===== src/rtl/loopback_fifo.sv =====
// Loopback FIFO between the usb_cdc OUT and IN byte streams with echo, case-flip, discard and
// (when LOOPBACK_GEN_EN is defined) counting-generator modes, plus a stretched activity flag.
module loopback_fifo #(
    parameter int DEPTH    = 16,
    parameter int ACT_BITS = 20
) (
    input  logic                     clk_i,
    input  logic                     rstn_i,
    input  logic [1:0]               mode_i,
    input  logic                     flush_i,
    input  logic [7:0]               out_data_i,
    input  logic                     out_valid_i,
    output logic                     out_ready_o,
    output logic [7:0]               in_data_o,
    output logic                     in_valid_o,
    input  logic                     in_ready_i,
    output logic [$clog2(DEPTH):0]   level_o,
    output logic                     activity_o
);

    localparam int AW = $clog2(DEPTH);
    localparam int PW = AW + 1;
    localparam logic [PW-1:0] DEPTH_L = PW'(DEPTH);

    typedef enum logic [1:0] {
        MODE_ECHO    = 2'b00,
        MODE_FLIP    = 2'b01,
        MODE_DISCARD = 2'b10,
        MODE_GEN     = 2'b11
    } mode_t;

    mode_t               mode;
    logic [PW-1:0]       wr_ptr;
    logic [PW-1:0]       rd_ptr;
    logic [7:0]          mem [DEPTH];
    logic                full;
    logic                empty;
    logic                accept;
    logic                emit;
    logic                wr_en;
    logic                wr_go;
    logic                rd_go;
    logic                limit;
    logic [7:0]          wr_byte;
    logic [PW-1:0]       next_level;
    logic                ready_d;
    logic [ACT_BITS-1:0] act_cnt;

`ifdef LOOPBACK_GEN_EN
    logic [7:0]          gen_cnt;
`endif

    function automatic logic [7:0] flip_case(input logic [7:0] b);
        if ((b >= 8'h41 && b <= 8'h5A) || (b >= 8'h61 && b <= 8'h7A)) begin
            return b ^ 8'h20;
        end
        return b;
    endfunction

    assign mode       = mode_t'(mode_i);
    assign full       = (wr_ptr[AW] != rd_ptr[AW]) && (wr_ptr[AW-1:0] == rd_ptr[AW-1:0]);
    assign empty      = (wr_ptr == rd_ptr);
    assign level_o    = wr_ptr - rd_ptr;
    assign in_valid_o = ~empty;
    assign in_data_o  = mem[rd_ptr[AW-1:0]];
    assign accept     = out_valid_i & out_ready_o;
    assign emit       = in_valid_o & in_ready_i;
    assign activity_o = (act_cnt != '0);

    // Transforms happen at write time; limit selects whether out_ready tracks FIFO space.
    always_comb begin
        wr_en   = accept & ~full;
        wr_byte = out_data_i;
        limit   = 1'b1;
        case (mode)
            MODE_FLIP: begin
                wr_byte = flip_case(out_data_i);
            end
            MODE_DISCARD: begin
                wr_en = 1'b0;
                limit = 1'b0;
            end
`ifdef LOOPBACK_GEN_EN
            MODE_GEN: begin
                wr_en   = ~full;
                wr_byte = gen_cnt;
                limit   = 1'b0;
            end
`endif
            default: begin
                wr_en   = accept & ~full;
                wr_byte = out_data_i;
                limit   = 1'b1;
            end
        endcase
    end

    // Flush wins over any handshake in the same cycle.
    always_comb begin
        wr_go      = wr_en & ~flush_i;
        rd_go      = emit & ~flush_i;
        next_level = level_o + PW'(wr_go) - PW'(rd_go);
        ready_d    = 1'b0;
        if (!flush_i) begin
            ready_d = limit ? (next_level < DEPTH_L) : 1'b1;
        end
    end

    always_ff @(posedge clk_i or negedge rstn_i) begin
        if (!rstn_i) begin
            wr_ptr      <= '0;
            rd_ptr      <= '0;
            out_ready_o <= 1'b0;
        end else if (flush_i) begin
            wr_ptr      <= '0;
            rd_ptr      <= '0;
            out_ready_o <= 1'b0;
        end else begin
            wr_ptr      <= wr_ptr + PW'(wr_go);
            rd_ptr      <= rd_ptr + PW'(rd_go);
            out_ready_o <= ready_d;
        end
    end

    // Storage is deliberately left unreset; stale entries are unreachable once the pointers clear.
    always_ff @(posedge clk_i) begin
        if (wr_go) begin
            mem[wr_ptr[AW-1:0]] <= wr_byte;
        end
    end

`ifdef LOOPBACK_GEN_EN
    always_ff @(posedge clk_i or negedge rstn_i) begin
        if (!rstn_i) begin
            gen_cnt <= '0;
        end else if (flush_i) begin
            gen_cnt <= '0;
        end else if (wr_go && mode == MODE_GEN) begin
            gen_cnt <= gen_cnt + 8'd1;
        end
    end
`endif

    // Transfers during a flush cycle do not retrigger the LED stretch.
    always_ff @(posedge clk_i or negedge rstn_i) begin
        if (!rstn_i) begin
            act_cnt <= '0;
        end else if ((accept | emit) & ~flush_i) begin
            act_cnt <= '1;
        end else if (act_cnt != '0) begin
            act_cnt <= act_cnt - ACT_BITS'(1);
        end
    end

endmodule


===== config.mk =====
export PLATFORM = sky130hd
export DESIGN_NAME = loopback_fifo
export DESIGN_NICKNAME = d
export VERILOG_FILES = /design/src/rtl/loopback_fifo.sv
export SDC_FILE = /design/constraint.sdc
export NUM_CORES = 1
export LEC_CHECK = 0
export CELL_PAD_IN_SITES_DETAIL_PLACEMENT = 0
export CELL_PAD_IN_SITES_GLOBAL_PLACEMENT = 1
export CORE_MARGIN = 4
export CORE_UTILIZATION = 39
export CTS_BUF_LIST = sky130_fd_sc_hd__clkbuf_8
export DETAILED_ROUTE_END_ITERATION = 12
export GPL_ROUTABILITY_DRIVEN = 0
export HOLD_SLACK_MARGIN = 0.03
export PLACE_DENSITY = 0.59
export REMOVE_ABC_BUFFERS = 1
export SLEW_MARGIN = 20
export SYNTH_ARGS = -nofsm -noshare
export SYNTH_HDL_FRONTEND = slang
export SYNTH_SLANG_ARGS = --single-unit

===== constraint.sdc =====
create_clock -name clk_i -period 3.95 [get_ports clk_i]
set_clock_uncertainty 0.05 [all_clocks]
set_input_delay 1.185 -clock clk_i [delete_from_list [all_inputs] [get_ports clk_i]]
set_output_delay 1.185 -clock clk_i [all_outputs]
set_load 0.01 [all_outputs]

==> results.md, run 1 <==
* Static leakage at between 2 and 3 nW
* Clock Latency Late Sink at 0.43 ns
* DP Area at ~7700 um^2
* Switching Share at 23.98%
* Initial antenna violation count at 0
* Detailed router's first-iteration violation count at between 200 and 250
* Pre-Repair DR Iteration Count at 4
* Final setup viols at 0
* Final nets at approximately 550
* CTS Sinks at approximately 160
* Kind of end point of the critical path: output pin
* Top cells by area, synth: edfxtp_1 (56%), dfrtp_1 (11%), mux4_2 (5.2%), mux2i_1 (4.8%), ha_1 (2.4%)
* IO Pins at 31
* Highest Clock Rate at 264.9 MHz
* Wire length per cell at 19.34 um
* Vias at 3,941
* Die X at between 100 and 150 um
* Number of setup buffers added after CTS at 0
* Inserted Diodes at 0
* Hold Crit Class: reg -> reg
* Register bit count reported by yosys at 159
* Synth cell types at 42
* CTS Buf Count at 17
* Core ar. at 17,300 um^2
* Final hold viol count at 0
* Psw at 776.9 uW
* Sum Neg Setup Slack at 0 ns
* EDFF count, synth at 128
* Status: finished clean
* MaxCap Viol Count at 0
* Synth warnings at 0
* CP Max Fanout at 12
* Most used DFF post-synth: edfxtp_1
* Layout Utilization at 46.61%
* Slew @ Worst Pin at 0.6842 ns
* Die Area at 19,790 um^2
* First-pass GRT wire length at 23,290 um
* Crit path DAT at between 2 and 3 ns
* Power Internal at 2.464 mW
* CTS root buf: clkbuf_8
* PwrDens at 401.9 nW/um^2
* Area leader, netlist: edfxtp_1
* Register share of total power at approximately 58%
* Critical path class: reg -> out
* Min Tclk post-route at 3.776 ns
* RSZ-0062 raised after global routing: no
* Routed Antenna Nets at 0
* Commonest cells in the netlist: edfxtp_1 (128), mux2i_1 (33), dfrtp_1 (31), nand2_1 (30), nor2_1 (27)
* Layout cells sized above 1 at 18.53%
* Worst-path clk slew at around 0.080 ns
* Post-Synthesis Cells at 451
* Slew Limit Fails at 0
* CP Data Required Time at 2.71 ns
* Starting Density at approximately two fifths
* Leading cell type by number of instances after synthesis: edfxtp_1
* Hpwl dp at roughly 10,000 um
* Final instance area at 8063 um^2
* VDD IR max at approximately 200 uV
* Clock buffer depth at 2
* Syn avg cell area at 15.23 um^2
* Worst hold margin at 0.4636 ns
* Area Growth Syn to Fin at 17.42%
* Clock power share at 34.5%
* Sequential share of the synthesized area at 67.27%
* Core Rows at 48
* Startpoint types: flop
* DIE HEIGHT at 140.7 um
* Comb pwr share at 7.6%
* Detail-routed via count per cell at 5.227
* TritonCTS clock tree: built
* Area share of the largest cell type after synthesis at 55.98%
* Post-synth ARST share at around a fifth
* H-tree lvl count at 4
* Overflow after GRT at 0
* Maximum number of pins on one net before global-route repair at 37
* Post-Route WL at 14,580 um
* Rel. slew slack at 54.38%
* Filler instances at 1,525
* Part of the cycle the worst path needs at 95.58%
* IO Port Bufs at 30
* Vias in the first global route at 3,944
* Total global-route track usage at between 10% and 20%
* DRC at 0
* Post-Synthesis Cell Area at between 6000 and 7000 um^2
==> power groups by stage <==
stage	logic [mW]	registers (mW)	clock network, mW
floorplan	0.132	1.92	0
global placement	0.245	1.91	0
detailed placement	0.249	1.92	0
CTS	0.251	1.88	1.16
global route	0.276	1.88	1.23
finish	0.245	1.88	1.12
==> path summary, 6_finish.rpt <==
path,from,endpoint,slack [ns],cells past startpoint
hold / removal,act_cnt[8],act_cnt[8],0.46,2
max in group asynchronous,rstn_i,rd_ptr[0],2.44,2
setup reg to reg,rd_ptr[3],out_ready_o,0.86,12
hold reg to reg,act_cnt[8],act_cnt[8],0.46,2
min in group asynchronous,rstn_i,act_cnt[0],1.09,2
setup / recovery,rd_ptr[0],in_data_o[3],0.17,6
==> logic make-up (layout without fill, tap and decap cells) <==
kind of cell,count (synthesis),in the layout,synth area share (%)
XOR/XNOR,25,25,3.407
AND/OR/NAND/NOR,112,112,8.546
flip-flops,159,159,67.27
adder cells (fa/ha/maj),14,14,2.660
buffers and inverters,33,111,2.059
AO/OA/AOI/OAI,59,59,5.995
multiplexers,49,49,10.06
==> cell usage in the layout, fill, tap and decap left out, types with 3 or more instances in the layout <==
cell and count:
o211ai_1 4, a22oi_1 8, xor2_1 11, inv_1 15, nor2_1 26, nand3_1 11
clkdlybuf4s50_1 29, inv_6 3, dfrtp_2 3, clkinv_4 3, nor4_1 4, nand2_1 30
edfxtp_1 128, a21oi_1 3, nor2b_1 6, a21o_1 4, nor3_1 11, buf_4 33
mux2i_1 33, xnor2_1 12, ha_1 13, mux4_2 16, and4_1 3, or3_1 3
or4_1 5, clkbuf_8 17, a221oi_2 5, dfrtp_1 28, inv_8 3, o21ai_0 16
a221oi_1 11
==> metal layers <==
metal | share of wire, % | GRT usage, % | wire length, um | vias to the layer above
li1 | - | - | - | 1866
met1 | 47 | 22.64 | 6790 | 1985
met2 | 47 | 23.99 | 6864 | 79
met3 | 5.2 | 3.392 | 765 | 11
met4 | 1.1 | 4.131 | 157 | 0
met5 | 0 | 0 | 0 | -
==> layout make-up <==
type	count	area [um^2]	area share [%]
Tap cell	225	281.5	3.492
Multi-Input combinational cell	259	2147	26.63
Clock buffer	17	234.0	2.902
Inverter	15	56.30	0.6983
Clock inverter	14	133.9	1.660
Timing Repair Buffer	65	586.8	7.278
Sequential cell	159	4623	57.34
==> flip-flops by register name, indices dropped and copies added (netlist names) <==
name / flops
out_ready_o: 1
rd_ptr: 5
wr_ptr: 5
act_cnt: 20
mem: 128
==> per-stage QoR <==
stage	power (mW)	std cells	setup WS [ns]
after floorplan	2.049	433	-0.4096
after global placement	2.159	723	0.3225
after detailed placement	2.165	723	0.2378
after CTS	3.286	754	0.02733
after global routing	3.390	754	0.001794
final	3.240	754	0.1744
==> worst max-delay path, cell delays in order, from the launching register on <==
cell             delay (ns)
dfrtp_2                0.45
buf_4                  0.22
mux2i_1                0.14
a221oi_1               0.54
o21ai_0                0.15
nand2_1                0.09
clkdlybuf4s50_1        0.53
==> timing repair <==
action	CTS	global route
resized for setup	3	6
cloned	0	0
endpoints found under the setup margin	3	5
hold buffers	0	0
hold endpoints to repair	0	0
pin swaps	0	0
Note: power is estimated with default switching activity, not from simulation.
==> run 2, diff against run 1 <==
PLACE_DENSITY = default   (was 0.59)
PLACE_DENSITY_LB_ADDON = 0.1   (was default)
==> run 2 against run 1 <==
Compared with the run above:
- setup slack got worse by 0.068 ns
- first-iteration DRC count unchanged
- maximum frequency decreased by 1.8%
- via count increased by 0.86%
==> results.md, run 2 (same netlist as run 1, synthesis figures left out) <==
* Status: finished clean
* IO Pins at 31 (unchanged)
* Sum Neg Setup Slack at 0 ns (unchanged)
* Detailed router's first-iteration violation count at 227 (unchanged)
* Clock Latency Late Sink at 0.45 ns (+0.02 ns)
* RSZ-0062 raised after global routing: no
* CP Max Fanout at 17 (+5)
* Rel. slew slack at 55.77% (+1.4 points)
* PwrDens at 417.6 nW/um^2 (+3.9%)
* Total global-route track usage at 16.54% (+0.93 points)
* Min Tclk post-route at 3.843 ns (+0.06751 ns)
* IO Port Bufs at 30 (unchanged)
* Static leakage at 2.647 nW (+0.23%)
* Vias at 3,975 (+0.86%)
* MaxCap Viol Count at 0 (unchanged)
* Pre-Repair DR Iteration Count at 4 (unchanged)
* Part of the cycle the worst path needs at 97.29% (+1.7 points)
* Worst-path clk slew at 0.09 ns (about the same)
* Kind of end point of the critical path: output pin
* Power Internal at 2.589 mW (+5.1%)
* Overflow after GRT at 0 (unchanged)
* Final hold viol count at 0 (unchanged)
* Register share of total power at 55.5% (-2.4 points)
* Maximum number of pins on one net before global-route repair at 32 (-14%)
* Hold Crit Class: reg -> reg
* H-tree lvl count at 4 (unchanged)
* Hold Path Sink: act_cnt[8]
* Slew @ Worst Pin at 0.6634 ns (-0.02084 ns)
* Highest Clock Rate at 260.2 MHz (-1.8%)
* Reg2reg path depth at 12 (unchanged)
* Switching Share at 23.41% (-0.56 points)
* Layout Utilization at 46.80% (+0.19 points)
* Commonest cells after routing, fill and taps aside: edfxtp_1 (128), buf_4 (36), mux2i_1 (33)
* DIE HEIGHT at 140.7 um (unchanged)
* Initial antenna violation count at 0 (unchanged)
* Routed Antenna Nets at 0 (unchanged)
* Comb pwr share at 7.3% (-0.3 points)
* Final nets at 549 (+0.55%)
* VDD IR max at 220.2 uV (+8.3%)
* DRC at 0 (unchanged)
* Detail-routed via count per cell at 5.244 (+0.33%)
* Critical path class: reg -> out
* Core ar. at 17,300 um^2 (unchanged)
* Die Area at 19,790 um^2 (unchanged)
* Startpoint types: flop
* Clock buffer depth at 2 (unchanged)
* CP Data Required Time at 2.71 ns (about the same)
* First-pass GRT wire length at 24,290 um (+4.3%)
* Total power draw at 3.381 mW (+4.3%)
* Worst hold start: act_cnt[8]
* Wire length per cell at 20.36 um (+5.3%)
* CTS root buf: clkbuf_8
* Slew Limit Fails at 0 (unchanged)
* CTS Sinks at 159 (unchanged)
* Reg2Reg Setup Slack at 0.99 ns (+0.13 ns)
* Core Rows at 48 (unchanged)
* Number of setup buffers added after CTS at 0 (unchanged)
* Critical R2R Capture: out_ready_o
* Final setup viols at 0 (unchanged)
* Clock power share at 37.2% (+2.7 points)
* Crit path DAT at 2.61 ns (+0.07 ns)
* Starting Density at 39.70% (unchanged)
* Psw at 791.6 uW (+1.9%)
* TritonCTS clock tree: built
* Die X at 140.7 um (unchanged)
* Vias in the first global route at 4,206 (+6.6%)
* Area Growth Syn to Fin at 17.89%
* Max reg flops at 128 (unchanged)
* Hpwl dp at 10,580 um (+5.6%)
* Commonest non-fill, non-tap cell in the layout: edfxtp_1
* Inserted Diodes at 0 (unchanged)
* Layout cells sized above 1 at 18.01% (-0.51 points)
* Post-Route WL at 15,430 um (+5.9%)
* CTS Buf Count at 17 (unchanged)
* Worst r2r src: rd_ptr[3]
* Cell depth of the worst hold path at 2 (unchanged)
[run 2: cell count changes in the layout (fill, tap and decap cells not counted), sizes merged]
| cell | before | now |
|---|---|---|
| inv | 22 | 19 |
| buf | 35 | 38 |
| clkinvlp | 0 | 4 |
| bufinv | 1 | 3 |
| clkinv | 6 | 4 |
[run 2: how the worst max path moves through the flow]
| stage | startpoint | end | cells after the start |
|---|---|---|---|
| 2_1_floorplan | rd_ptr[0] | level_o[4] | 6 |
| 5_1_grt | rd_ptr[1] | in_data_o[7] | 7 |
| 3_5_place_dp | rd_ptr[2] | in_data_o[2] | 8 |
| 6_report | rd_ptr[1] | in_data_o[7] | 7 |
| 3_3_place_gp | rd_ptr[2] | in_data_o[2] | 8 |
| 4_1_cts | rd_ptr[0] | in_data_o[1] | 5 |
[run 2: cell type report]
| type | instances | area [um^2] |
|---|---|---|
| timing repair buffer | 68 | 600.6 |
| clock buffer | 17 | 234.0 |
| fill | 1546 | 9201 |
| tap | 225 | 281.5 |
| multi-input combinational | 259 | 2116 |
| clock inverter | 15 | 186.4 |
| sequential | 159 | 4621 |
| inverter | 15 | 56.30 |
[run 2: per-stage QoR]
| stage | setup WS [ns] | instances | hold WS (ns) | instance area (um^2) |
|---|---|---|---|---|
| after floorplan | -0.4096 | 433 | 0.4163 | 6782 |
| after global placement | 0.4042 | 726 | 0.4381 | 7662 |
| after detailed placement | 0.4149 | 726 | 0.4462 | 7662 |
| after CTS | 0.03579 | 758 | 0.4690 | 8084 |
| after global routing | 0.01293 | 758 | 0.4888 | 8095 |
| final | 0.1069 | 758 | 0.4545 | 8095 |
[run 2: power by group through the flow]
stage | Combinational, mW | Clock (mW) | Sequential (mW)
after floorplan | 0.132 | 0 | 1.92
after global placement | 0.250 | 0 | 1.91
after detailed placement | 0.253 | 0 | 1.92
after CTS | 0.253 | 1.30 | 1.88
after global routing | 0.277 | 1.38 | 1.88
final | 0.246 | 1.26 | 1.88
[run 2: critical path, stage by stage (launching register included)]
cell and delay, ns:
dfrtp_1 0.43, inv_1 0.15, nor2_1 0.05, buf_4 0.21, a221oi_1 0.48, o21ai_0 0.18
nand2_1 0.11, clkdlybuf4s50_1 0.54
[run 2: repair_timing]
action / CTS / global route
resized for setup: 2 / 3
hold buffers: 0 / 0
hold endpoints to repair: 0 / 0
setup endpoints to repair: 3 / 9
gates cloned: 0 / 0
[run 2: metal layers]
layer / vias up / share of wire (%) / track usage (%)
met5: - / 0 / 0
met4: 0 / 2.4 / 6.578
met3: 26 / 4.0 / 3.392
met2: 62 / 51 / 28.88
met1: 2002 / 42 / 20.10
li1: 1885 / - / -
==> run 3, diff against run 2 <==
GPL_TIMING_DRIVEN = 1   (was default)
==> results of run 3 <==
No change in the layout: final DEF, timing and power equal those of run 2.
